### config.mk
export PLATFORM = sky130hd
export DESIGN_NAME = robertson_mult_seq
export DESIGN_NICKNAME = d
export VERILOG_FILES = /design/src/rtl/robertson_mult_seq_pkg.sv /design/src/rtl/robertson_mult_seq_ext_addsub.sv /design/src/rtl/robertson_mult_seq.sv
export SDC_FILE = /design/constraint.sdc
export NUM_CORES = 1
export LEC_CHECK = 0
export BUFFER_PORTS_ARGS = -buffer_cell sky130_fd_sc_hd__buf_4
export CORE_ASPECT_RATIO = 1.75
export CORE_MARGIN = 4
export CORE_UTILIZATION = 30
export DETAILED_ROUTE_END_ITERATION = 16
export GPL_TIMING_DRIVEN = 0
export PLACE_DENSITY = 0.46
export RECOVER_POWER = 25
export SKIP_CTS_REPAIR_TIMING = 1
export SLEW_MARGIN = 20
export SYNTH_ARGS = -nofsm -noshare
export SYNTH_HDL_FRONTEND = slang
export SYNTH_HIERARCHICAL = 1
export SYNTH_SLANG_ARGS = --single-unit
### constraint.sdc
create_clock -name clk -period 3.3 [get_ports clk]
set_input_delay 0.99 -clock clk [delete_from_list [all_inputs] [get_ports clk]]
set_output_delay 0.99 -clock clk [all_outputs]
set_load 0.005 [all_outputs]
### src/rtl/robertson_mult_seq_pkg.sv
// Shared constants for the Robertson sequential multiplier: FSM state encoding
// and the add/subtract select polarity of the extended adder.
package robertson_mult_seq_pkg;

    typedef enum logic [1:0] {
        ST_IDLE  = 2'b00,
        ST_ADD   = 2'b01,
        ST_SHIFT = 2'b10,
        ST_DONE  = 2'b11
    } state_t;

    localparam logic ADDSUB_ADD = 1'b1;
    localparam logic ADDSUB_SUB = 1'b0;

endpackage

### src/rtl/robertson_mult_seq_ext_addsub.sv
// Combinational W-bit adder/subtractor; carry-out is discarded.
module ext_addsub
    import robertson_mult_seq_pkg::*;
#(
    parameter int W = 9
) (
    input  logic [W-1:0] dataa,
    input  logic [W-1:0] datab,
    input  logic         add_sub,
    output logic [W-1:0] result
);

    always_comb begin
        result = dataa - datab;
        if (add_sub == ADDSUB_ADD) begin
            result = dataa + datab;
        end
    end

endmodule

### src/rtl/robertson_mult_seq.sv
// Sequential signed multiplier (Robertson's algorithm): one add/subtract and one
// arithmetic right shift of {F,A,Q} per multiplier bit, start/done handshake.
module robertson_mult_seq
    import robertson_mult_seq_pkg::*;
#(
    parameter int N = 8
) (
    input  logic           clk,
    input  logic           reset_n,
    input  logic           start,
    input  logic [N-1:0]   multiplicand,
    input  logic [N-1:0]   multiplier,
    output logic           busy,
    output logic           done,
    output logic [2*N-1:0] product
);

    localparam int CW = (N > 2) ? $clog2(N) : 1;
    localparam logic [CW-1:0] CNT_INIT = CW'(N - 1);

    state_t         state_q;
    logic [N-1:0]   a_q;
    logic [N-1:0]   q_q;
    logic [N-1:0]   m_q;
    logic           f_q;
    logic [CW-1:0]  cnt_q;
    logic [2*N-1:0] product_q;
    logic           busy_q;
    logic           done_q;

    logic           add_sel_d;
    logic [N:0]     fa_d;

    // The last step weights the multiplier's sign bit negatively, so it subtracts.
    always_comb begin
        add_sel_d = ADDSUB_SUB;
        if (cnt_q != '0) begin
            add_sel_d = ADDSUB_ADD;
        end
    end

    ext_addsub #(
        .W(N + 1)
    ) u_addsub (
        .dataa  ({f_q, a_q}),
        .datab  ({m_q[N-1], m_q}),
        .add_sub(add_sel_d),
        .result (fa_d)
    );

    always_ff @(posedge clk or negedge reset_n) begin
        if (!reset_n) begin
            state_q   <= ST_IDLE;
            a_q       <= '0;
            q_q       <= '0;
            m_q       <= '0;
            f_q       <= 1'b0;
            cnt_q     <= '0;
            product_q <= '0;
            busy_q    <= 1'b0;
            done_q    <= 1'b0;
        end else begin
            case (state_q)
                ST_IDLE: begin
                    busy_q <= 1'b0;
                    done_q <= 1'b0;
                    if (start) begin
                        m_q     <= multiplicand;
                        q_q     <= multiplier;
                        a_q     <= '0;
                        f_q     <= 1'b0;
                        cnt_q   <= CNT_INIT;
                        busy_q  <= 1'b1;
                        state_q <= ST_ADD;
                    end
                end
                ST_ADD: begin
                    if (q_q[0]) begin
                        {f_q, a_q} <= fa_d;
                    end
                    state_q <= ST_SHIFT;
                end
                ST_SHIFT: begin
                    {f_q, a_q, q_q} <= {f_q, f_q, a_q, q_q[N-1:1]};
                    if (cnt_q != '0) begin
                        cnt_q   <= cnt_q - 1'b1;
                        state_q <= ST_ADD;
                    end else begin
                        // Post-shift {A,Q} is the full product.
                        product_q <= {f_q, a_q, q_q[N-1:1]};
                        busy_q    <= 1'b0;
                        done_q    <= 1'b1;
                        state_q   <= ST_DONE;
                    end
                end
                ST_DONE: begin
                    done_q  <= 1'b0;
                    state_q <= ST_IDLE;
                end
                default: begin
                    state_q <= ST_IDLE;
                end
            endcase
        end
    end

    assign busy    = busy_q;
    assign done    = done_q;
    assign product = product_q;

endmodule
==> Flow_metrics.wiki <==
{| class="wikitable"
! Metric !! Value
|-
| Result of the run || completed
|-
| Proportion of layout cells with a drive suffix above 1 || 0.3287
|-
| Root cell of the clock tree || sky130_fd_sc_hd__clkbuf_16
|-
| Placed Area || about 3200 sq um
|-
| Post-DP HPWL || 4427 microns
|-
| Number of port buffers || 35
|-
| H-tree level count || 2
|-
| Arrival @ worst endpoint || approximately 3.3 ns
|-
| Number of enable flip-flop cells after synthesis || 0
|-
| Total grt overflow || 0
|-
| Portion of total power attributed to combinational logic || 0.450
|-
| Portion of total power attributed to sequential cells || 0.336
|-
| CP max-delay cell || sky130_fd_sc_hd__dfrtp_1
|-
| Pin count of the biggest net entering global routing || 49
|-
| Post-Syn Instances || about 250
|-
| Final hold viol count || 0
|-
| Number of core rows || 46
|-
| Worst hold stages || 1
|-
| Maximum clock insertion buffer count || 2
|-
| Count of TritonRoute iterations in the first routing pass || 4
|-
| Reported net switching power || 0.001065 W
|-
| Die area || approximately 11000 sq um
|-
| Initial detailed-routing violation count || between 60 and 70
|-
| Static leakage || between 1.5 and 2 nW
|-
| Number of nets with antenna violations after routing || 0
|-
| Synthesized Nets || 283
|-
| Headroom to the max-slew limit || 0.1839
|-
| Power per cell area || around 830 nW/um^2
|-
| CP Data Required Time || around 3.5 ns
|-
| Crit path kind || register to register
|-
| Fin nets || ~330
|-
| Worst slack after detailed placement || -0.06734 ns
|-
| Slowest stage delay, CP || 0.39 ns
|-
| Routability-driven placement congestion ratio || 0.7394
|-
| Total of warnings raised by yosys || 6
|-
| Hold endpoint || product[12]
|-
| Worst min-delay path startpoint || product[12]
|-
| Min Clock Period, post-route || roughly 3.1 ns
|-
| Seq/Total Area, Yosys || 0.4372
|-
| Maximum Capacitance Violations || 0
|-
| CTS clock-pin slew for the worst setup and hold paths || ~0.070 ns
|-
| First-pass GRT wire length || 9887 microns
|-
| TritonCTS Buffers || 5
|-
| P_int || approximately 0.0017 W
|-
| Cell area after technology mapping || between 2000 and 3000 sq um
|-
| Via density per instance || 4.765
|-
| Tcrit/Tclk final || 0.9368
|-
| Total Power || around 0.0028 W
|-
| Worst skew pair latency || 0.29 ns
|-
| Post-route cell area || approximately 3300 sq um
|-
| Reg2Reg Launch Point || cnt_q[0]
|-
| Critical register-to-register path endpoint || a_q[5]
|-
| Top-level port count || 37
|-
| Largest voltage drop on the vdd net || around 0.4 mV
|-
| Layout area overhead || 21.77%
|-
| Syn Area/Cell || roughly 11 sq um
|-
| Clock group share of total power || 0.215
|-
| Die W || approximately 80 microns
|-
| Setup slack of the critical path after layout || approximately 0.21 ns
|-
| Diodes inserted || 0
|-
| Hold WC Path Type || register to register
|-
| Critical path fanouts, max || 8
|-
| Minimum setup slack among reg-to-reg paths || ~0.21 ns
|-
| Number of vias after detailed routing || between 1500 and 2000
|-
| Total wire length || a little under 6000 microns
|-
| Critical path cell sequence || inv_1, ha_1, nand2b_4, clkbuf_4, mux2_1, ha_1, a211oi_1, nor2_1, o21ai_2, nor2b_1, xnor2_1, a22oi_1, nor2_1, mux2_2
|-
| Height of the die || about 130 microns
|-
| Post-route setup TNS || 0 ns
|-
| CTS tree || done
|-
| Reg2reg path depth || 14
|-
| Actual transition at the worst max-transition pin || 1.224 ns
|-
| WL per Instance || roughly 14 microns
|-
| Max-slew violations || 0
|-
| Starting density of the core || 0.3060
|-
| Drc violations || 0
|-
| Max Clock Skew || around 0.0046 ns
|-
| CP startpoint kind || register
|-
| Global-route usage over all layers || 0.1196
|-
| Dominant register cell in the synthesized netlist || sky130_fd_sc_hd__dfrtp_1
|-
| Final number of setup-violating endpoints || 0
|-
| Setup repair after global routing missed its margin || false
|-
| Count of cell types in the netlist || 45
|-
| Via count of the first global-routing pass || 2000
|-
| Number of sinks driven by the clock tree || 48
|-
| Kind of end point of the critical path || register
|-
| Core ar. || about 9000 sq um
|-
| Highest Clock Rate || between 0.3 and 0.4 GHz
|-
| Antenna violations before repair || 0
|-
| Switching part of the total power || 0.3833
|-
| Post-Route Hold Slack || about 0.5 ns
|-
| Async set or reset register ratio after synthesis || 1.000
|-
| Total of flip-flops plus latches after synthesis || 48
|}
## registers in the layout, indices dropped and copies added (netlist names)
name,count
a_q,8
busy,1
cnt_q,3
done,1
f_q,1
m_q,8
product,16
q_q,8
state_q,2
## worst max path at each step
stage             start     end  slack (ns)
2_1_floorplan  cnt_q[0]  a_q[5]        0.43
3_3_place_gp   cnt_q[0]  a_q[5]       -0.06
3_5_place_dp   cnt_q[0]  a_q[5]       -0.07
4_1_cts        cnt_q[0]  a_q[5]        -0.1
5_1_grt        cnt_q[0]  a_q[7]        0.01
6_report       cnt_q[0]  a_q[5]        0.21
## placed cells by master, fill, tap and decap left out, drive strengths merged, types with 9 or more instances in the layout
cell,synthesis,final
buf,7,41
clkbuf,3,9
dfrtp,48,48
ha,17,17
inv,12,12
mux2,34,34
mux2i,10,10
nand2,10,10
nor2,17,17
o21ai,17,17
## power by group through the flow
stage | sequential (W) | clock (W) | combinational (W)
floorplan | 0.000893 | 0 | 0.00100
global placement | 0.000945 | 0 | 0.00125
detailed placement | 0.000951 | 0 | 0.00127
CTS | 0.000939 | 0.000620 | 0.00127
global route | 0.000962 | 0.000645 | 0.00143
finish | 0.000933 | 0.000596 | 0.00125
## synth_stat cells (all sizes together), types with 2 or more instances
master / count / area, sq um
nor2b: 7 / 58.81
nand3: 3 / 15.01
nor2: 17 / 63.81
mux2: 34 / 382.9
nor3: 4 / 31.28
mux2i: 10 / 103.9
xor2: 5 / 43.79
inv: 12 / 45.04
nand2b: 5 / 41.29
dfrtp: 48 / 1201
a22oi: 8 / 60.06
buf: 7 / 41.29
clkbuf: 3 / 12.51
o21ai: 17 / 85.08
ha: 17 / 212.7
o21a: 2 / 15.01
a21oi: 8 / 40.04
nand2: 10 / 37.54
and3b: 2 / 17.52
a31oi: 4 / 40.04
xnor2: 8 / 70.07
a211oi: 2 / 15.01
## routing by layer
| metal | global-route usage | wire length (microns) |
|---|---|---|
| met1 | 0.1299 | 2305 |
| met2 | 0.2191 | 3218 |
| met3 | 0.02270 | 202 |
| met4 | 0.05263 | 134 |
| met5 | 0 | 0 |
## kinds of logic (layout without fill, tap and decap cells)
family | after synthesis | after routing | share of synthesized area
xor+xnor | 13 | 13 | 0.04144
flops | 48 | 48 | 0.4372
mux | 44 | 44 | 0.1771
simple gates | 52 | 52 | 0.1084
compound gates | 48 | 48 | 0.1138
fa+ha+maj | 18 | 18 | 0.08470
buf+inv | 23 | 66 | 0.03734
## worst max-delay path, delay by kind of cell (launching register included)
family	cells	cell delay (ns)
mux	2	0.61
compound gates	3	0.59
xor+xnor	1	0.09
flops	1	0.39
buf+inv	2	0.28
simple gates	4	0.45
fa+ha+maj	2	0.56
## cell type report
type,count,area [sq um]
fill,946,5633
multi-input combinational,175,1455
sequential,48,1201
timing repair buffer,35,260.3
tap,120,150.1
clock buffer,5,125.1
buffer,10,57.56
inverter,13,48.80
clock inverter,3,47.55
## stage by stage
stage | instances | utilization
floorplan | 246 | -
CTS | 409 | 0.3712
global route | 409 | 0.3726
global placement | 401 | 0.3520
finish | 409 | 0.3726
detailed placement | 401 | 0.3520
No activity file was read; power rests on OpenSTA's default activity.
